File: src/rtl/cast_flit_sequencer.sv
// Holds one flit from the input buffer and replays it to the crossbar once per
// destination supplied by the cast routing table roller (unicast-based multicast).
module cast_flit_sequencer #(
  parameter int DW = 32,
  parameter int PN = 5,
  parameter int CW = 16
) (
  input  logic          clk,
  input  logic          rstn,
  input  logic [DW-1:0] in_flit,
  input  logic          in_valid,
  output logic          in_ready,
  input  logic [PN-1:0] roll_req_port,
  input  logic          roll_last,
  output logic          roll_en,
  output logic [DW-1:0] out_flit,
  output logic [PN-1:0] out_valid,
  input  logic [PN-1:0] out_ready,
  output logic          busy,
  output logic [CW-1:0] copy_cnt,
  output logic          err
);

  localparam logic [0:0] IDLE = 1'b0;
  localparam logic [0:0] SEND = 1'b1;

  logic [0:0]    state;
  logic [DW-1:0] flit_q;
  logic [PN-1:0] sel_low;
  logic          multi_hot;
  logic          empty_dst;
  logic          in_send;
  logic          fire;
  logic          last_xfer;
  logic          capture;

  // Outputs are qualified with rstn so they drop the instant reset asserts.
  assign in_send   = rstn && (state == SEND);

  // Two's-complement trick isolates the lowest set bit of a malformed multi-hot request.
  assign sel_low   = roll_req_port & (~roll_req_port + PN'(1));
  assign multi_hot = |(roll_req_port & (roll_req_port - PN'(1)));
  assign empty_dst = (roll_req_port == '0);

  assign out_valid = in_send ? sel_low : '0;
  assign fire      = |(out_valid & out_ready);
  assign roll_en   = in_send && (fire || empty_dst);
  assign last_xfer = roll_en && roll_last;
  assign in_ready  = rstn && ((state == IDLE) || last_xfer);
  assign capture   = in_ready && in_valid;
  assign busy      = in_send;
  assign out_flit  = flit_q;

  // A last transfer that coincides with a new in_valid recaptures and stays in SEND.
  always_ff @(posedge clk or negedge rstn) begin
    if (!rstn) begin
      state    <= IDLE;
      flit_q   <= '0;
      copy_cnt <= '0;
      err      <= 1'b0;
    end else begin
      if (capture) begin
        flit_q <= in_flit;
        state  <= SEND;
      end else if (last_xfer) begin
        state  <= IDLE;
      end
      if (fire) begin
        copy_cnt <= copy_cnt + CW'(1);
      end
      if (in_send && (multi_hot || empty_dst)) begin
        err <= 1'b1;
      end
    end
  end

endmodule

File: config.mk
export PLATFORM = sky130hd
export DESIGN_NAME = cast_flit_sequencer
export DESIGN_NICKNAME = d
export VERILOG_FILES = /design/src/rtl/cast_flit_sequencer.sv
export SDC_FILE = /design/constraint.sdc
export NUM_CORES = 1
export LEC_CHECK = 0
export ABC_AREA = 0
export CAP_MARGIN = 40
export CORE_MARGIN = 1.5
export CORE_UTILIZATION = 45
export DETAILED_ROUTE_END_ITERATION = 8
export HOLD_SLACK_MARGIN = 0.1
export PLACE_DENSITY_LB_ADDON = 0.25
export SLEW_MARGIN = 10
export SYNTH_ARGS = -nofsm -noshare
export SYNTH_HDL_FRONTEND = slang
export SYNTH_SLANG_ARGS = --single-unit
File: constraint.sdc
create_clock -name clk -period 4.88 [get_ports clk]
set_input_delay 1.464 -clock clk [delete_from_list [all_inputs] [get_ports clk]]
set_output_delay 1.464 -clock clk [all_outputs]
set_load 0.02 [all_outputs]
==> results of run 1 <==
[cell families after synthesis]
kind of cell | Yosys count | synth area share (%)
AND/OR/NAND/NOR | 49 | 11.8
multiplexers | 33 | 20.6
buffers and inverters | 9 | 3.67
adder cells (fa/ha/maj) | 1 | 0.531
XOR/XNOR | 16 | 5.95
AO/OA/AOI/OAI | 14 | 4.36
flip-flops | 50 | 53.1
[timing repair]
item,4_1_cts,5_1_grt
gates cloned,0,0
setup endpoints to repair,2,2
pin swaps,0,0
gates resized for setup,2,2
[cells in the mapped netlist]
library cell  instances  area, um^2
dfrtp_1              50        1250
mux2_4               30         450
nand2_1              10        37.5
xnor2_1              10        87.6
nand3_1               7        35.0
nor2_1                7        26.3
xor2_1                6        52.6
a21oi_1               4        20.0
and4_1                4        35.0
inv_1                 4        15.0
o21ai_0               4        20.0
and3_1                3        18.8
buf_12                3        60.1
nand2b_1              3        18.8
nand4_1               3        18.8
nor3_1                3        15.0
a211oi_1              2        15.0
mux2_1                2        22.5
nand3b_1              2        15.0
nor4_1                2        12.5
a21oi_2               1        8.76
a21oi_4               1        16.3
buf_4                 1        7.51
clkbuf_1              1        3.75
ha_1                  1        12.5
mux2_2                1        11.3
nand4bb_1             1        11.3
nor3b_1               1        7.51
o31ai_2               1        12.5
o32a_1                1        10.0
or3_1                 1        6.26
or3b_1                1        8.76
or4_4                 1        11.3
[through the flow]
| stage | worst slack, ns | util (%) |
|---|---|---|
| floorplan | 0.772 | - |
| global placement | -0.0302 | 68.2 |
| detailed placement | -0.0550 | 68.2 |
| CTS | 0.0213 | 70.6 |
| global route | 0.0435 | 70.7 |
| finish | 0.0777 | 70.7 |
[power by group]
part / internal [mW] / switching, mW
logic: 0.403 / 0.295
clock network: 0.155 / 0.141
registers: 0.539 / 0.0852
[metal layers]
layer  global-route usage [%]  up-vias
li1                         -      834
met1                     23.4      859
met2                     29.9       61
met3                     4.10        8
met4                     9.13        0
met5                        0        -
[sequential cells by signal (all words and copies together), names as in the netlist]
| name | cells |
|---|---|
| out_flit | 32 |
| state | 1 |
| err | 1 |
| copy_cnt | 16 |
[layout by cell type (no fill, tap or decap), types with 3 or more instances in the layout]
cell type	count
nand4_1	3
xnor2_1	10
inv_1	4
nand3_1	7
o21ai_0	4
mux2_4	30
dfrtp_1	50
clkdlybuf4s50_1	98
nor2_1	7
nand2_1	10
xor2_1	6
and4_1	4
nand2b_1	3
clkbuf_8	5
and3_1	3
a21oi_1	3
nor3_1	3
buf_4	10
[final timing paths]
check,cells after the start,slack (ns),from,end
worst max-delay path,6,0.08,roll_req_port[1],out_valid[3]
worst min-delay path,1,0.47,err$_DFFE_PN0P_,err$_DFFE_PN0P_
worst max register to register,7,2.52,state$_DFFE_PN0P_,out_flit[6]$_DFFE_PN0P_
worst min register to register,1,0.47,err$_DFFE_PN0P_,err$_DFFE_PN0P_
max in group asynchronous,2,3.06,rstn,out_flit[21]$_DFFE_PN0P_
min in group asynchronous,1,1.00,rstn,out_flit[20]$_DFFE_PN0P_
[area by class of cell]
| class | instances | share of cell area [%] |
|---|---|---|
| clock buffers | 5 | 1.92 |
| clock inverters | 3 | 1.33 |
| inverters | 4 | 0.419 |
| multi-input cells | 113 | 28.5 |
| flip-flops and latches | 50 | 34.9 |
| well taps | 70 | 2.44 |
| repair buffers | 112 | 30.5 |
[worst register-to-register path: stages, from the launching register on]
cell and delay (ns):
dfrtp_1 0.51, nand2_1 0.22, a21oi_1 0.28, o31ai_2 0.11, buf_4 0.15, a21oi_4 0.12, buf_4 0.48, mux2_1 0.40
==> out/qor.yml, run 1 <==
fin_crit_sh_pct: 98.4
fin_area_mm2: 0.00359
hpwl_um: 3810
ios: 103
dr_wl_met2_um: 2400
wl_met3_um: 404
grt.total_usage_pct: 18.5
globalRouteOverflowTotal: 0
relSlewSlack_pct: 42.6
area_growth_pct: 52.3
start_util_pct: 46.4
ys_ff_latch: 50
hold_slack_ns: 0.474
finClkSkew_ns: 0.0130
crit_arrival_ns: 3.34
synthCells: 172
max_cap_viol_count: 0
htreeDepth: 2
cp.required_ns: 3.42
cts.clk_slew.worst_paths_ns: 0.08
crit_path_start_kind: "input pin"
finalSetupTns_ns: 0
postPlaceCellArea_mm2: 0.00346
first_pass_iters: 4
dp_cells: 349
cts_tree: "built"
report.power.total_mw: 1.62
netlist-cell-type-count: 33
nNetsFinal: 333
cp_top_family: "buffers and inverters"
crit_type: "input pin to primary output"
numClockSinks: 50
critPathMaxStageDelay_ns: 0.65
cts_setup_buffers: 0
met1_length_um: 2380
die_w_um: 75.3
layout-drive-gt1-share_pct: 19.2
leakagePower_nw: 1.57
fmax_mhz: 208
grt_pass1_vias: 1700
die_y_um: 75.3
grt_max_degree: 47
fp.coreArea_mm2: 0.00507
antenna_found_initial: 0
min_period_ns: 4.80
wl_per_cell_um: 14.8
syn_area_mm2: 0.00235
critPathSlowestCell: "clkdlybuf4s50_1"
cts_buffers: 5
place_congestion: 0.877
worst_slew_pin_slew_ns: 0.856
syn-num-nets: 219
setup_viol: 0
vdd_drop_max_uv: 261
crit_buf_inv: 4
slew_viol_final: 0
insertion_delay_ns: 0.31
grt_pass1_wl_um: 7840
cts-root-buf: "clkbuf_8"
clockBufferDepth: 2
rsz0062_at_grt: "false"
fill_cells: 388
multi_input_area_mm2: 0.00102
status: "finished, final reports clean"
port_buffers: 102
rows: 26
path_max_fanout: 5
drtIter0Drc: 54
avgViaCountPerCell: 4.94
synth_seq_area_share_pct: 53.1
die_area_mm2: 0.00568
crit_path_cell_trace: "clkdlybuf4s50_1 > buf_4 > nand4bb_1 > buf_4 > nor3b_1 > clkdlybuf4s50_1"
ant_nets: 0
p_per_area_mw_per_mm2: 451
maxUsedRoutingLayer: "met4"
dr_total_vias: 1762
avgSynthCellArea_um2: 13.7
hold_path.class: "flop to flop"
final-hold-violation-count: 0
wl_um: 5270
drt_drc_violations_left: 0
diodes: 0
final_cells: 357
cp-end-kind: "primary output"
ys_warn_count: 0
ctsHoldBuffers: 0
layout.area.seq_mm2: 0.00125
Note: power is estimated with default switching activity, not from simulation.
==> inputs of run 2 (changes only) <==
- GPL_TIMING_DRIVEN: not set -> 0
==> run 2 against run 1 <==
Fmax is 1.1% higher; critical path depth is 2 lower; sequential power hardly changed; global-route usage is 0.76 points higher; utilization is 0.27 points lower; die area stayed put; sequential share of layout area is 0.13 points higher; critical endpoint unchanged; power is 3.7% lower.
==> out/qor.yml, run 2 (same netlist as run 1, synthesis figures left out) <==
globalRouteOverflowTotal: 0  # unchanged
wl_um: 5130  # -2.6%
fp.coreArea_mm2: 0.00507  # unchanged
p_per_area_mw_per_mm2: 436  # -3.3%
grt_max_degree: 30  # -36%
drtIter0Drc: 39  # -28%
cp-end-kind: "primary output"
crit_type: "input pin to primary output"
slew_viol_final: 0  # unchanged
die_area_mm2: 0.00568  # unchanged
port_buffers: 102  # unchanged
swShare_pct: 32.9  # +0.69 points
grt.met2_usage_pct: 29.9  # unchanged
cts-root-buf: "clkbuf_8"
worst_slew_pin_slew_ns: 0.374  # -0.482 ns
multi_input_area_mm2: 0.00102  # unchanged
ios: 103  # unchanged
layout-drive-gt1-share_pct: 18.0  # -1.2 points
most-common-layout-cells: "clkdlybuf4s50_1, dfrtp_1, mux2_4, nand2_1, xnor2_1"
setup_viol: 0  # unchanged
pwr-share-comb_pct: 45.0  # +1.9 points
leakagePower_nw: 1.53  # -2.1%
report.power.total_mw: 1.56  # -3.7%
clockBufferDepth: 2  # unchanged
wl_per_cell_um: 14.5  # -1.8%
p_switching_uw: 513  # -1.6%
crit_path_cell_trace: "clkdlybuf4s50_1 > nand4bb_1 > nor3b_1 > clkdlybuf4s50_1"
relSlewSlack_pct: 74.9  # +32 points
crit_arrival_ns: 3.28  # -0.06 ns
final-hold-violation-count: 0  # unchanged
min_period_ns: 4.75  # -0.0542 ns
die_w_um: 75.3  # unchanged
cts_setup_buffers: 0  # unchanged
met3_usage_pct: 6.35  # +2.2 points
critPathMaxStageDelay_ns: 0.64  # about the same
insertion_delay_ns: 0.30  # about the same
ff2ff_setup_slack_ns: 2.80  # +0.28 ns
hold_path.class: "flop to flop"
crit_path_start_kind: "input pin"
grtUsageMet1_pct: 25.9  # +2.5 points
htreeDepth: 2  # unchanged
avgViaCountPerCell: 4.87  # -1.4%
cts.clk_slew.worst_paths_ns: 0.08  # about the same
final_common_cell: "clkdlybuf4s50_1"
power_frac_clock_pct: 14.9  # -3.4 points
grt_most_used_layer: "met2"
first_pass_iters: 4  # unchanged
layout.area.seq_mm2: 0.00125  # unchanged
fin_crit_sh_pct: 97.3  # -1.1 points
die_y_um: 75.3  # unchanged
numClockSinks: 50  # unchanged
hpwl_um: 3900  # +2.3%
reg2reg_to: "out_flit[21]$_DFFE_PN0P_"
postPlaceCellArea_mm2: 0.00348  # +0.61%
path_common_cell: "clkdlybuf4s50_1"
hp-start: "copy_cnt[15]$_DFFE_PN0N_"
nNetsFinal: 330  # -0.90%
crit_buf_inv: 2  # -2
critPathSlowestCell: "clkdlybuf4s50_1"
largest_register_ffs: 32  # unchanged
drt_drc_violations_left: 0  # unchanged
path_max_fanout: 9  # +4
grt_pass1_wl_um: 8250  # +5.2%
cp_top_family: "buffers and inverters"
antenna_found_initial: 0  # unchanged
hold_end: "copy_cnt[15]$_DFFE_PN0N_"
start_util_pct: 46.4  # unchanged
area_growth_pct: 51.7
pwr-share-seq_pct: 40.1  # +1.6 points
max_cap_viol_count: 0  # unchanged
place_congestion: 0.793  # -9.6%
cp.required_ns: 3.42  # about the same
rr_worst_depth: 6  # -1
grt_pass1_vias: 1715  # +0.88%
grt.total_usage_pct: 19.2  # +0.76 points
cts_buffers: 5  # unchanged
hold_depth: 1  # unchanged
r2r_start: "state$_DFFE_PN0P_"
vdd_drop_max_uv: 254  # -2.9%
finClkSkew_ns: 0.00856  # -0.00449 ns
ant_nets: 0  # unchanged
rows: 26  # unchanged
status: "finished, final reports clean"
diodes: 0  # unchanged
fmax_mhz: 211  # +1.1%
fill_cells: 390  # +0.52%
fin_area_mm2: 0.00357  # -0.38%
cts_tree: "built"
intPower_mw: 1.05  # -4.7%
rsz0062_at_grt: "false"
dr_total_vias: 1723  # -2.2%
==> run 2: cell count changes in the layout (fill, tap and decap cells not counted) <==
cell	delta
clkbuf_4	+1
buf_12	+4
clkbuf_1	+2
clkbuf_2	+1
dlymetal6s2s_1	-1
bufinv_16	-1
inv_6	-1
buf_4	-9
clkinv_2	+1
==> run 2: worst max-delay path by stage <==
stage          depth (start not counted)  slack [ns]           end             start
3_5_place_dp                           6       -0.22      in_ready  roll_req_port[2]
3_3_place_gp                           6       -2.20      in_ready              rstn
4_1_cts                                4        0.04  out_valid[4]  roll_req_port[2]
2_1_floorplan                          4        0.77      in_ready  roll_req_port[2]
6_report                               4        0.13  out_valid[3]  roll_req_port[0]
5_1_grt                                4        0.05  out_valid[3]  roll_req_port[0]
==> run 2: cell type report <==
type                            instances  area share, %
Buffer                                  5           2.00
Clock buffer                            6           2.03
Clock inverter                          2          0.385
Inverter                                4          0.420
Multi-Input combinational cell        113           28.6
Sequential cell                        50           35.0
Tap cell                               70           2.45
Timing Repair Buffer                  104           29.1
==> run 2: timing repair <==
item | in CTS | in global routing
gates resized for setup | 2 | 5
hold endpoints to repair | 0 | 0
hold buffers | 0 | 0
setup endpoints to repair | 2 | 2
==> run 2: power groups by stage <==
| stage | Combinational, mW | Clock [mW] | Sequential [mW] |
|---|---|---|---|
| 5_1_grt | 0.749 | 0.258 | 0.642 |
| 2_1_floorplan | 0.208 | 0 | 0.780 |
| 3_3_place_gp | 0.699 | 0 | 0.623 |
| 6_report | 0.702 | 0.232 | 0.625 |
| 4_1_cts | 0.710 | 0.243 | 0.625 |
| 3_5_place_dp | 0.705 | 0 | 0.633 |
==> run 2: metrics by stage <==
step                      worst slack (ns)  instances  setup TNS [ns]  utilization [%]  hold slack (ns)
after floorplan                      0.772        172               0                -            0.581
final                                0.132        354               0             70.4            0.470
after CTS                           0.0359        354               0             70.3            0.476
after global placement               -2.20        344          -52.17             68.2            0.452
after detailed placement            -0.220        346          -0.325             68.6            0.456
after global routing                0.0489        354               0             70.4            0.513
==> run 2: layer usage <==
layer | wire length, um | vias to the layer above | share of wire, %
met5 | 0 | - | 0
met4 | 49 | 0 | 0.95
met3 | 475 | 5 | 9.3
met2 | 2380 | 63 | 46
met1 | 2230 | 826 | 43
li1 | - | 829 | -
==> inputs of run 3 (changes only) <==
- CORE_UTILIZATION: 45 -> 30
- CTS_CLUSTER_DIAMETER: not set -> 50
- GPL_ROUTABILITY_DRIVEN: not set -> 0
==> run 3 against run 2 <==
Sequential share of layout area fell by 0.91 points; clock skew rose by 0.0018 ns; worst setup slack improved by 0.026 ns; first-iteration DRC count rose by 54%; combinational power barely moved; critical path depth rose by 2; via count rose by 2.3%; wire length rose by 3.7%; flip-flop and latch count did not move.
==> out/qor.yml, run 3 (same netlist as run 1, synthesis figures left out) <==
rsz0062_at_grt: "false"
status: "finished, final reports clean"
antenna_found_initial: 0  # unchanged
intPower_mw: 1.15  # +10%
grt_max_degree: 35  # +17%
crit_path_start_kind: "input pin"
finalSetupTns_ns: 0  # unchanged
first_pass_iters: 4  # unchanged
cp-end-kind: "primary output"
grt_pass1_wl_um: 8850  # +7.3%
post-place-ws_ns: -0.388  # -0.168 ns
relSlewSlack_pct: 69.6  # -5.3 points
pwr-share-seq_pct: 37.2  # -2.9 points
start_util_pct: 30.8  # -16 points
rr_worst_depth: 6  # unchanged
setup_viol: 0  # unchanged
cts.clk_slew.worst_paths_ns: 0.09  # about the same
cp.required_ns: 3.42  # about the same
htreeDepth: 2  # unchanged
diodes: 0  # unchanged
hpwl_um: 3840  # -1.6%
area_growth_pct: 55.7
crit_arrival_ns: 3.26  # -0.02 ns
die_y_um: 91.6  # +22%
crit_type: "input pin to primary output"
grt_pass1_vias: 1708  # -0.41%
ios: 103  # unchanged
p_per_area_mw_per_mm2: 455  # +4.4%
crit_buf_inv: 2  # unchanged
hold_depth: 1  # unchanged
hold_slack_ns: 0.481  # +0.0113 ns
critPathSlowestCell: "or4_4"
worst_slew_pin_slew_ns: 0.456  # +0.0819 ns
layout.area.seq_mm2: 0.00125  # unchanged
swShare_pct: 31.1  # -1.8 points
port_buffers: 102  # unchanged
drt_drc_violations_left: 0  # unchanged
wl_um: 5320  # +3.7%
clockBufferDepth: 2  # unchanged
die_area_mm2: 0.00839  # +48%
pwr-share-comb_pct: 42.1  # -2.9 points
layout-drive-gt1-share_pct: 18.0  # unchanged
fin_util_pct: 48.0  # -22 points
slew_viol_final: 0  # unchanged
r2r_start: "state$_DFFE_PN0P_"
globalRouteOverflowTotal: 0  # unchanged
path_max_fanout: 7  # -2
max_cap_viol_count: 0  # unchanged
dr_total_vias: 1762  # +2.3%
multi_input_area_mm2: 0.00102  # -0.37%
cp.depth: 6  # +2
crit_path_cell_trace: "clkdlybuf4s50_1 > or4_4 > a21oi_2 > nor3_1 > nor2_1 > dlygate4sd2_1"
drtIter0Drc: 60  # +54%
cts_buffers: 5  # unchanged
hp-start: "copy_cnt[15]$_DFFE_PN0N_"
wl_per_cell_um: 13.8  # -4.9%
p_switching_uw: 519  # +1.3%
hold_path.class: "flop to flop"
cts_setup_buffers: 0  # unchanged
nNetsFinal: 330  # unchanged
power_frac_clock_pct: 20.7  # +5.8 points
startpoint: "roll_req_port[2]"
ant_nets: 0  # unchanged
cp_top_family: "buffers and inverters"
cts-root-buf: "clkbuf_8"
fin_crit_sh_pct: 96.8  # -0.52 points
vdd_drop_max_uv: 189  # -25%
grt.total_usage_pct: 13.0  # -6.2 points
largest_register_ffs: 32  # unchanged
most-common-layout-cells: "clkdlybuf4s50_1, dfrtp_1, mux2_4, nand2_1, xnor2_1"
final-hold-violation-count: 0  # unchanged
fp.coreArea_mm2: 0.00765  # +51%
fmax_mhz: 212  # +0.54%
die_w_um: 91.6  # +22%
fill_cells: 693  # +78%
leakagePower_nw: 1.56  # +1.7%
min_period_ns: 4.72  # -0.0256 ns
ff2ff_setup_slack_ns: 2.69  # -0.11 ns
final_common_cell: "clkdlybuf4s50_1"
rows: 32  # +23%
avgViaCountPerCell: 4.56  # -6.2%
critPathMaxStageDelay_ns: 0.61  # -0.03 ns
numClockSinks: 50  # unchanged
setup_ws_ns: 0.157  # +0.0256 ns
insertion_delay_ns: 0.30  # about the same
finClkSkew_ns: 0.0104  # +0.00180 ns
cts_tree: "built"
[run 3: cell count changes in the layout (fill, tap and decap cells not counted)]
cell | before | now
buf_12 | 4 | 3
buf_16 | 0 | 1
clkinv_2 | 1 | 0
a21oi_1 | 3 | 4
a21oi_2 | 2 | 1
buf_4 | 1 | 2
bufinv_16 | 0 | 2
clkbuf_1 | 2 | 1
clkbuf_4 | 1 | 0
[run 3: power by group through the flow]
stage	sequential (mW)	combinational (mW)	clock, mW
3_5_place_dp	0.631	0.706	0
6_report	0.622	0.703	0.345
4_1_cts	0.623	0.710	0.363
2_1_floorplan	0.780	0.208	0
3_3_place_gp	0.624	0.702	0
5_1_grt	0.642	0.738	0.376
[run 3: final cells by class]
type                       instances  area share (%)
buffer                             5            1.94
clock buffer                       5            1.88
clock inverter                     3            1.88
inverter                           4           0.409
multi-input combinational        113            27.7
sequential                        50            34.1
tap                              102            3.48
timing repair buffer             104            28.6
[run 3: worst paths after layout]
check,end
setup / recovery,roll_en
hold / removal,copy_cnt[15]$_DFFE_PN0N_
setup reg to reg,out_flit[19]$_DFFE_PN0P_
hold reg to reg,copy_cnt[15]$_DFFE_PN0N_
max in group asynchronous,out_flit[4]$_DFFE_PN0P_
min in group asynchronous,out_flit[25]$_DFFE_PN0P_
[run 3: metal layers]
| layer | GRT usage [%] | vias to the layer above | share of wire, % |
|---|---|---|---|
| met2 | 18.8 | 82 | 43 |
| met1 | 19.4 | 847 | 48 |
| li1 | - | 831 | - |
| met4 | 2.34 | 0 | 0.32 |
| met3 | 3.60 | 2 | 8.5 |
| met5 | 0 | - | 0 |
[run 3: stage by stage]
stage / instances / area [um^2] / power [mW]
detailed placement: 378 / 3530 / 1.34
global route: 386 / 3670 / 1.76
floorplan: 172 / 2350 / 0.988
global placement: 376 / 3500 / 1.33
CTS: 386 / 3670 / 1.70
finish: 386 / 3670 / 1.67
[run 3: timing repair]
action	in CTS	in global routing
setup endpoints to repair	2	2
hold buffers	0	0
resized for setup	3	3
